===== config.mk =====
export PLATFORM = sky130hd
export DESIGN_NAME = id_token_scanner_flat
export DESIGN_NICKNAME = d
export VERILOG_FILES = /design/src/rtl/id_token_scanner_pkg.sv /design/src/rtl/id_token_scanner_if.sv /design/src/rtl/id_token_scanner_char_class.sv /design/src/rtl/id_token_scanner.sv /design/src/flat_wrapper.sv
export SDC_FILE = /design/constraint.sdc
export NUM_CORES = 1
export LEC_CHECK = 0
export ABC_CLOCK_PERIOD_IN_PS = 2550
export CORE_UTILIZATION = 46
export CTS_CLUSTER_DIAMETER = 200
export DETAILED_ROUTE_END_ITERATION = 8
export PLACE_DENSITY_LB_ADDON = 0.05
export SYNTH_ARGS = -nofsm -noshare
export SYNTH_HDL_FRONTEND = slang
export SYNTH_SLANG_ARGS = --single-unit

===== constraint.sdc =====
create_clock -name clk -period 2.55 [get_ports clk]
set_input_delay 0.6375 -clock clk [delete_from_list [all_inputs] [get_ports clk]]
set_output_delay 0.6375 -clock clk [all_outputs]
set_load 0.005 [all_outputs]

===== src/rtl/id_token_scanner_pkg.sv =====
// Shared constants and encodings for the identifier token scanner.
// ASCII class bounds, the 2-bit character class and the scanner state encoding.
package id_scan_pkg;

  localparam logic [7:0] A_UP_LO    = 8'd65;
  localparam logic [7:0] A_UP_HI    = 8'd90;
  localparam logic [7:0] A_LO_LO    = 8'd97;
  localparam logic [7:0] A_LO_HI    = 8'd122;
  localparam logic [7:0] DIG_LO     = 8'd48;
  localparam logic [7:0] DIG_HI     = 8'd57;
  localparam logic [7:0] UNDERSCORE = 8'd95;

  typedef enum logic [1:0] {
    CLS_OTHER = 2'd0,
    CLS_ALPHA = 2'd1,
    CLS_DIGIT = 2'd2
  } cls_t;

  typedef enum logic [1:0] {
    S_IDLE  = 2'd0,
    S_ALPHA = 2'd1,
    S_DIGIT = 2'd2,
    S_NUM   = 2'd3
  } state_t;

endpackage


===== src/rtl/id_token_scanner_if.sv =====
// Character input and token output handshakes of the identifier scanner.
// master = character source / token consumer side, slave = scanner side.
interface id_token_scanner_if #(
  parameter int LEN_W = 5
);
  logic             in_valid;
  logic [7:0]       in_char;
  logic             in_last;
  logic             in_ready;
  logic             tok_valid;
  logic             tok_ready;
  logic [LEN_W-1:0] tok_len;
  logic             tok_has_digit;
  logic             tok_overflow;

  modport master (
    output in_valid, in_char, in_last, tok_ready,
    input  in_ready, tok_valid, tok_len, tok_has_digit, tok_overflow
  );

  modport slave (
    input  in_valid, in_char, in_last, tok_ready,
    output in_ready, tok_valid, tok_len, tok_has_digit, tok_overflow
  );
endinterface


===== src/rtl/id_token_scanner_char_class.sv =====
// Combinational ASCII classifier: ALPHA (letters, optionally '_'), DIGIT, or OTHER.
module id_char_class
  import id_scan_pkg::*;
#(
  parameter int UNDERSCORE_EN = 1
) (
  input  logic [7:0] ch,
  output cls_t       cls
);

  always_comb begin
    cls = CLS_OTHER;
    if ((ch >= A_UP_LO && ch <= A_UP_HI) ||
        (ch >= A_LO_LO && ch <= A_LO_HI) ||
        ((UNDERSCORE_EN != 0) && ch == UNDERSCORE)) begin
      cls = CLS_ALPHA;
    end else if (ch >= DIG_LO && ch <= DIG_HI) begin
      cls = CLS_DIGIT;
    end
  end

endmodule


===== src/rtl/id_token_scanner.sv =====
// Streaming identifier tokenizer: one record per ALPHA (ALPHA|DIGIT)* run.
//  state   | meaning
//  S_IDLE  | between words, no identifier open
//  S_ALPHA | identifier open, last char a letter
//  S_DIGIT | identifier open, last char a digit
//  S_NUM   | inside a numeric literal, swallowed until OTHER
module id_token_scanner
  import id_scan_pkg::*;
#(
  parameter  int MAX_LEN       = 16,
  parameter  int UNDERSCORE_EN = 1,
  parameter  int CNT_W         = 16,
  localparam int LEN_W         = $clog2(MAX_LEN + 1)
) (
  input  logic               clk,
  input  logic               rst_n,
  id_token_scanner_if.slave  bus,
  output logic               suffix_match,
  output logic [CNT_W-1:0]   id_count
);

  state_t           state_q, state_d;
  logic [LEN_W-1:0] len_q, len_d;
  logic             hd_q, hd_d;
  logic             ovf_q, ovf_d;
  logic             fire;
  logic             emit;
  cls_t             cls;

  id_char_class #(.UNDERSCORE_EN(UNDERSCORE_EN)) u_class (
    .ch  (bus.in_char),
    .cls (cls)
  );

  // Stalled token blocks input so no record is ever overwritten.
  assign bus.in_ready = ~bus.tok_valid | bus.tok_ready;
  assign fire         = bus.in_valid & bus.in_ready;

  always_comb begin
    state_d = state_q;
    len_d   = len_q;
    hd_d    = hd_q;
    ovf_d   = ovf_q;
    emit    = 1'b0;
    if (fire) begin
      unique case (state_q)
        S_IDLE: begin
          if (cls == CLS_ALPHA) begin
            state_d = S_ALPHA;
            len_d   = LEN_W'(1);
            hd_d    = 1'b0;
            ovf_d   = 1'b0;
          end else if (cls == CLS_DIGIT) begin
            state_d = S_NUM;
          end
        end
        S_ALPHA, S_DIGIT: begin
          if (cls == CLS_OTHER) begin
            emit    = 1'b1;
            state_d = S_IDLE;
          end else begin
            state_d = (cls == CLS_DIGIT) ? S_DIGIT : S_ALPHA;
            if (cls == CLS_DIGIT) hd_d = 1'b1;
            if (len_q == LEN_W'(MAX_LEN)) ovf_d = 1'b1;
            else                          len_d = len_q + LEN_W'(1);
          end
        end
        S_NUM: begin
          if (cls == CLS_OTHER) state_d = S_IDLE;
        end
        default: state_d = S_IDLE;
      endcase
      // Last char is consumed first, then any still-open identifier closes.
      if (bus.in_last) begin
        if (state_d == S_ALPHA || state_d == S_DIGIT) emit = 1'b1;
        state_d = S_IDLE;
      end
    end
  end

  always_ff @(posedge clk or negedge rst_n) begin
    if (!rst_n) begin
      state_q      <= S_IDLE;
      len_q        <= '0;
      hd_q         <= 1'b0;
      ovf_q        <= 1'b0;
      suffix_match <= 1'b0;
    end else begin
      state_q <= state_d;
      len_q   <= len_d;
      hd_q    <= hd_d;
      ovf_q   <= ovf_d;
      if (fire) suffix_match <= (state_d == S_DIGIT);
    end
  end

  always_ff @(posedge clk or negedge rst_n) begin
    if (!rst_n) begin
      bus.tok_valid     <= 1'b0;
      bus.tok_len       <= '0;
      bus.tok_has_digit <= 1'b0;
      bus.tok_overflow  <= 1'b0;
      id_count          <= '0;
    end else if (emit) begin
      bus.tok_valid     <= 1'b1;
      bus.tok_len       <= len_d;
      bus.tok_has_digit <= hd_d;
      bus.tok_overflow  <= ovf_d;
      id_count          <= id_count + CNT_W'(1);
    end else if (bus.tok_ready) begin
      bus.tok_valid <= 1'b0;
    end
  end

endmodule


===== src/flat_wrapper.sv =====
// flat-port wrapper written by rule: the top's interface ports become plain ports
module id_token_scanner_flat import id_scan_pkg::*;
#(
  parameter  int MAX_LEN       = 16,
  parameter  int UNDERSCORE_EN = 1,
  parameter  int CNT_W         = 16,
  localparam int LEN_W         = $clog2(MAX_LEN + 1)
)
  (clk, rst_n, suffix_match, id_count, bus_in_valid, bus_in_char, bus_in_last, bus_tok_ready, bus_in_ready, bus_tok_valid, bus_tok_len, bus_tok_has_digit, bus_tok_overflow);
  id_token_scanner_if #(.LEN_W(5)) bus_i ();
  input  logic clk;
  input  logic rst_n;
  output logic suffix_match;
  output logic [CNT_W-1:0] id_count;
  input wire logic [$bits(bus_i.in_valid)-1:0] bus_in_valid;
  input wire logic [$bits(bus_i.in_char)-1:0] bus_in_char;
  input wire logic [$bits(bus_i.in_last)-1:0] bus_in_last;
  input wire logic [$bits(bus_i.tok_ready)-1:0] bus_tok_ready;
  output wire logic [$bits(bus_i.in_ready)-1:0] bus_in_ready;
  output wire logic [$bits(bus_i.tok_valid)-1:0] bus_tok_valid;
  output wire logic [$bits(bus_i.tok_len)-1:0] bus_tok_len;
  output wire logic [$bits(bus_i.tok_has_digit)-1:0] bus_tok_has_digit;
  output wire logic [$bits(bus_i.tok_overflow)-1:0] bus_tok_overflow;
  assign bus_i.in_valid = bus_in_valid;
  assign bus_i.in_char = bus_in_char;
  assign bus_i.in_last = bus_in_last;
  assign bus_i.tok_ready = bus_tok_ready;
  assign bus_in_ready = bus_i.in_ready;
  assign bus_tok_valid = bus_i.tok_valid;
  assign bus_tok_len = bus_i.tok_len;
  assign bus_tok_has_digit = bus_i.tok_has_digit;
  assign bus_tok_overflow = bus_i.tok_overflow;
  id_token_scanner #(.MAX_LEN(MAX_LEN), .UNDERSCORE_EN(UNDERSCORE_EN), .CNT_W(CNT_W)) u_core (.clk(clk), .rst_n(rst_n), .bus(bus_i), .suffix_match(suffix_match), .id_count(id_count));
endmodule

* Yosys cells after proc, flatten, opt, wreduce, memory -nomap -nowiden
Cells that the tools add are included.
** Cells by class
- Bitwise logic cells :: 3
- Order comparisons :: 6
- Reductions and logical operators :: 10
- Add/sub/neg operators :: 2
- Equal/unequal tests :: 10
- Mux-type cells :: 33
** Operators with widths (number)
- two-way mux 2 bit :: 10
- two-way mux 5 bit :: 4
- adder 16 x 1 -> 16 bit (second input constant) :: 1
- >= comparator 8 x 7 -> 1 bit (second input constant) :: 2
- <= comparator 8 x 7 -> 1 bit (second input constant) :: 2
- two-way mux 1 bit :: 15
- == test 2 bit (second input constant) :: 5
- one-hot mux 5 bit (2 select lines) :: 1
- == test 8 x 7 -> 1 bit (second input constant) :: 1
- >= comparator 8 x 6 -> 1 bit (second input constant) :: 1
- <= comparator 8 x 6 -> 1 bit (second input constant) :: 1
- == test 2 x 1 -> 1 bit (second input constant) :: 3
- one-hot mux 2 bit (3 select lines) :: 1
- adder 5 x 1 -> 5 bit (second input constant) :: 1
- == test 5 bit (second input constant) :: 1
- zero test 2 bit :: 2
- one-hot mux 1 bit (2 select lines) :: 2
- logical AND 1 bit :: 3
- logical OR 1 bit :: 3
- nonzero test 2 bit :: 1
- OR reduction 2 bit :: 1
- AND 1 bit :: 1
- inverter 1 bit :: 1
- OR 1 bit :: 1
** Storage, ports and cells
- Register bits after elaboration :: 34
- Output and inout bits :: 26
- Logic and storage cells :: 74
- Input bits :: 13

* Logic depth before layout (Yosys ltp)
- Depth after elaboration :: 16
- Mapped depth :: 11
- Gate-level depth less buffers :: 9

* By module
From an unflattened synthesis, not the netlist that was laid out.
** Second synthesis, totals
- Cell total of the unflattened synthesis :: 180
- Area, all modules :: 1923.1 µm²
** By module, submodules not included
- id_token_scanner :: cells an instance 170, sequential area each 850.8 µm², area an instance 1863.0 µm², instances 1
- id_char_class :: cells an instance 10, sequential area each 0.0 µm², area an instance 60.1 µm², instances 1

* Worst setup path before layout
OpenSTA, ideal clock, no wires.
- Kind :: input-to-reg
- Start point :: input port bus_in_char[4]
- End point :: register u_core.bus.tok_has_digit
- Buffers on the path :: 1
- Library setup time :: 0.128 ns
- Data arrival time :: 2.593 ns
- Slack :: -0.170 ns
- Data required time :: 2.422 ns
- Stages on the path :: 8
- Cells stage by stage :: or4_4 a21oi_2 o21ai_2 o211ai_4 mux2i_1 buf_6 nand2_2 mux2_1
** Between the ends
- Cells in the longest elaborated chain, start to end :: 15
- Elaborated cells on any way between the ends :: 37
- Classes of those cells :: order compare: 6; eq/ne: 5; mux: 19; reduce/logical: 7
** Ends and longest elaborated chain
- start: declaration :: RTL line flat_wrapper.sv:16 : input wire logic [$bits(bus_i.in_char)-1:0] bus_in_char;
- >= comparator 8 x 7 -> 1 bit, or another cell as far along :: RTL line id_token_scanner_char_class.sv:13 : if ((ch >= A_UP_LO && ch <= A_UP_HI) ||
- logical AND 1 bit (on tied branches) :: RTL line id_token_scanner_char_class.sv:13, id_token_scanner_char_class.sv:14
- logical OR 1 bit :: RTL line id_token_scanner_char_class.sv:13
- logical OR 1 bit :: RTL line id_token_scanner_char_class.sv:14 : (ch >= A_LO_LO && ch <= A_LO_HI) ||
- two-way mux 2 bit (*) :: RTL line id_token_scanner_char_class.sv:13
- == test 2 bit :: RTL line id_token_scanner.sv:53, id_token_scanner.sv:62, id_token_scanner.sv:63
- two-way mux 2 bit (on tied branches) :: RTL line id_token_scanner.sv:62, id_token_scanner.sv:53
- two-way mux 2 bit (on tied branches) :: RTL line id_token_scanner.sv:58, id_token_scanner.sv:48
- one-hot mux 2 bit (3 select lines) :: RTL line id_token_scanner.sv:46 : unique case (state_q)
- two-way mux 2 bit :: RTL line id_token_scanner.sv:45 : if (fire) begin
- == test 2 x 1 -> 1 bit / == test 2 bit (equally long branches) :: RTL line id_token_scanner.sv:75 : if (state_d == S_ALPHA || state_d == S_DIGIT) emit = 1'b1;
- logical OR 1 bit :: RTL line id_token_scanner.sv:75
- two-way mux 1 bit :: RTL line id_token_scanner.sv:75
- two-way mux 1 bit :: RTL line id_token_scanner.sv:74 : if (bus.in_last) begin
- two-way mux 1 bit :: RTL line id_token_scanner.sv:45
- end signal: assignment :: RTL line id_token_scanner.sv:101 : bus.tok_has_digit <= 1'b0;
- end signal: assignment :: RTL line id_token_scanner.sv:107 : bus.tok_has_digit <= hd_d;
- end: declaration :: RTL line id_token_scanner_if.sv:23 : output in_ready, tok_valid, tok_len, tok_has_digit, tok_overflow
Mark *: on every way between the ends. The rest lies on a longest branch, timed or not. The select of a mux whose other input is x is not followed.
A chain may end at the register's enable or synchronous reset.

* Worst setup path after layout
- Start point :: input port bus_in_char[0]
- End point :: register u_core.bus.tok_has_digit
The elaborated chain is that of the path after synthesis.

==> qor.yml <==
r2r_start: "u_core.state_q[0]"
synthFlopType: "dfrtp_1"
cp_max_fo: 6
pwr-share-clk_pct: 19.9
final_area_um2: 2950
whs_endpoint: "u_core.suffix_match"
p_sw_uw: 789.9
cellLeakagePower_nw: 1.258
viasPerCell: 5.615
numCtsBuffers: 5
grt_use_total_pct: 25.56
worstHoldPathType: "reg -> reg"
gr-total-overflow: 0
cts_max_level: 2
die_x_um: 67.20
grt_max_degree: 35
antenna_found_initial: 0
async_reset_ff_share_pct: 100.0
rows: 23
final_common_cell: "dfrtp_1"
start_kind: "primary input"
final_max_slew_viol_count: 0
switching_share_pct: 37.05
crit_required_ns: 2.73
outcome: "finished clean"
grt_pass1_vias: 1913
ys_ff_latch: 34
yosysUniqueCellTypes: 46
core_um2: 4029
dieArea_um2: 4516
r2r_slack_ns: 0.15
drive_gt1_share_pct: 29.78
syn_to_final_growth_pct: 50.86
syn-mean-instance-area_um2: 9.827
internal-power_mw: 1.342
cts-root-buf: "clkbuf_8"
antennaDiodeCount: 0
drt_wl_total_mm: 5.115
wire_per_inst_um: 15.89
synthCells: 199
fin_worst_skew_ns: 0.008635
ctsHoldBuffers: 0
clk_latency_ns: 0.28
dp.cells: 310
holdPathStages: 2
synth_nets: 218
cts_buffer_depth: 2
cp-end-kind: "flop"
fin_crit_ns: 2.538
drc_errors: 0
io_pins: 39
rr_worst_depth: 10
ys_warn_count: 0
worst_pin_slew_ns: 0.6282
maxCapViolCount: 0
drt_pre_antenna_iters: 5
period_share_pct: 99.52
hp-start: "u_core.suffix_match"
clk_pin_slew_ns: 0.08
nets: 290
syn-cell-area_um2: 1956
placed_area_um2: 2655
setup_violations: 0
rsz0062_at_grt: "true"
arrival_ns: 2.71
worstSetupPathType: "in -> reg"
grt_pass1_wl_mm: 8.618
fmax_ghz: 0.3940
final_hold_viol_count: 0
power_frac_comb_pct: 42.7
yosysSeqAreaShare_pct: 43.51
vdd_drop_max_v: 0.0005745
dp_hpwl_mm: 3.492
vias: 1808
dr.first_iter.drc_count: 123
die_h_um: 67.20
final_cell_mix: "34 x dfrtp_1, 30 x clkdlybuf4s50_1, 29 x buf_4, 16 x nand2_1, 14 x nand3_1"
r2r_end: "u_core.bus.tok_has_digit"
start_util_pct: 48.54
holdWs_ns: 0.4883
finalWeightedCongestion: 0.8754
p_seq_share_pct: 37.4
synth_edf_count: 0
post-route-util_pct: 73.23
clkSinkCount: 34
ant_nets: 0
pwr_density_cell_nw_per_um2: 722.5
finalNonFillerCells: 322
relSlewSlack_pct: 58.00
io_buffers: 38
cts_tree: "built"
==> metal layers <==
metal,vias up,GRT usage [%],wire length [um]
met5,-,0,0
met4,0,9.840,104
met3,11,4.561,218
met2,59,44.38,2589
met1,872,31.29,2202
li1,866,-,-
==> flip-flops by register name (all words and copies together) (netlist names) <==
| register | cells |
|---|---|
| u_core.suffix_match | 1 |
| u_core.id_count | 16 |
| u_core.bus.tok_overflow | 1 |
| u_core.bus.tok_len | 5 |
| u_core.hd_q | 1 |
| u_core.len_q | 5 |
| u_core.ovf_q | 1 |
| u_core.state_q | 2 |
| u_core.bus.tok_has_digit | 1 |
| u_core.bus.tok_valid | 1 |
==> cells by family after synthesis <==
logic type	after synthesis	share of synthesized area, %
AOI/OAI and AO/OA	50	19.07
xor gates and xnor gates	16	7.166
adders and majority gates	6	3.839
buffers and inverters	16	3.455
DFF	34	43.51
muxes	10	5.630
and+or+nand+nor	67	17.34
==> power by group through the flow <==
stage / clock network [mW] / logic [mW] / registers (mW)
floorplan: 0 / 0.398 / 0.792
global placement: 0 / 0.782 / 0.801
detailed placement: 0 / 0.808 / 0.804
CTS: 0.429 / 0.896 / 0.796
global route: 0.450 / 0.994 / 0.820
finish: 0.423 / 0.911 / 0.798
==> per-stage QoR <==
stage	worst slack, ns	power (mW)	TNS (ns)
3_5_place_dp	-0.7150	1.612	-16.02
4_1_cts	0.005410	2.121	0
6_report	0.01214	2.132	0
2_1_floorplan	-0.1152	1.190	-0.9928
5_1_grt	-0.02990	2.264	-0.2526
3_3_place_gp	-0.6456	1.583	-14.23
==> Yosys cell counts, types with 2 or more instances <==
master	n	area [um2]
mux2_2	6	67.56
and3b_1	2	17.52
nand2_1	17	63.81
a21boi_0	2	15.01
mux2_1	2	22.52
clkbuf_1	6	22.52
a2111oi_1	2	20.02
a41oi_1	2	17.52
a2111oi_2	3	45.04
xnor2_1	3	26.28
a21oi_1	12	60.06
o31ai_1	3	22.52
dfrtp_1	34	850.8
nand3_1	14	70.07
and3_1	2	12.51
inv_1	9	33.78
o21ai_0	7	35.03
or2_2	2	12.51
or3_1	3	18.77
o22ai_1	2	12.51
o21a_1	2	15.01
nor3_1	4	20.02
nand4_1	4	25.02
a31oi_1	2	12.51
nor2_1	12	45.04
mux2i_1	2	20.02
ha_1	6	75.07
a21o_1	4	30.03
xor2_1	13	113.9
==> repair_timing <==
item	4_1_cts	5_1_grt
cloned	2	0
endpoints found under the setup margin	25	22
endpoints found under the hold margin	0	0
buffers inserted	2	0
resized for setup	39	13
pin swaps	17	15
==> final cells by class <==
cell class | instances | area, um2
Multi-Input combinational cell | 150 | 1255
Fill cell | 279 | 1079
Sequential cell | 34 | 850.8
Timing Repair Buffer | 71 | 653.1
Clock buffer | 6 | 82.58
Tap cell | 50 | 62.56
Inverter | 9 | 33.78
Clock inverter | 2 | 12.51
==> worst max-delay path, stage by stage <==
cell and delay (ns):
buf_6 0.09, or4_4 0.56, a21o_1 0.23, a31oi_2 0.19, buf_4 0.16, a21oi_4 0.06, mux2i_4 0.21, buf_12 0.19
nand2_8 0.07, mux2_4 0.30
==> worst max-delay path by stage <==
stage	from	endpoint	slack [ns]	cells past startpoint
2_1_floorplan	bus_in_char[4]	u_core.bus.tok_has_digit	-0.12	8
5_1_grt	bus_in_char[0]	u_core.bus.tok_has_digit	-0.03	10
4_1_cts	bus_in_char[4]	u_core.bus.tok_len[0]	0.005	10
6_report	bus_in_char[0]	u_core.bus.tok_has_digit	0.01	10
3_3_place_gp	bus_in_char[4]	u_core.id_count[8]	-0.65	9
3_5_place_dp	bus_in_char[4]	u_core.id_count[8]	-0.71	9
No activity file was read; power rests on OpenSTA's default activity.
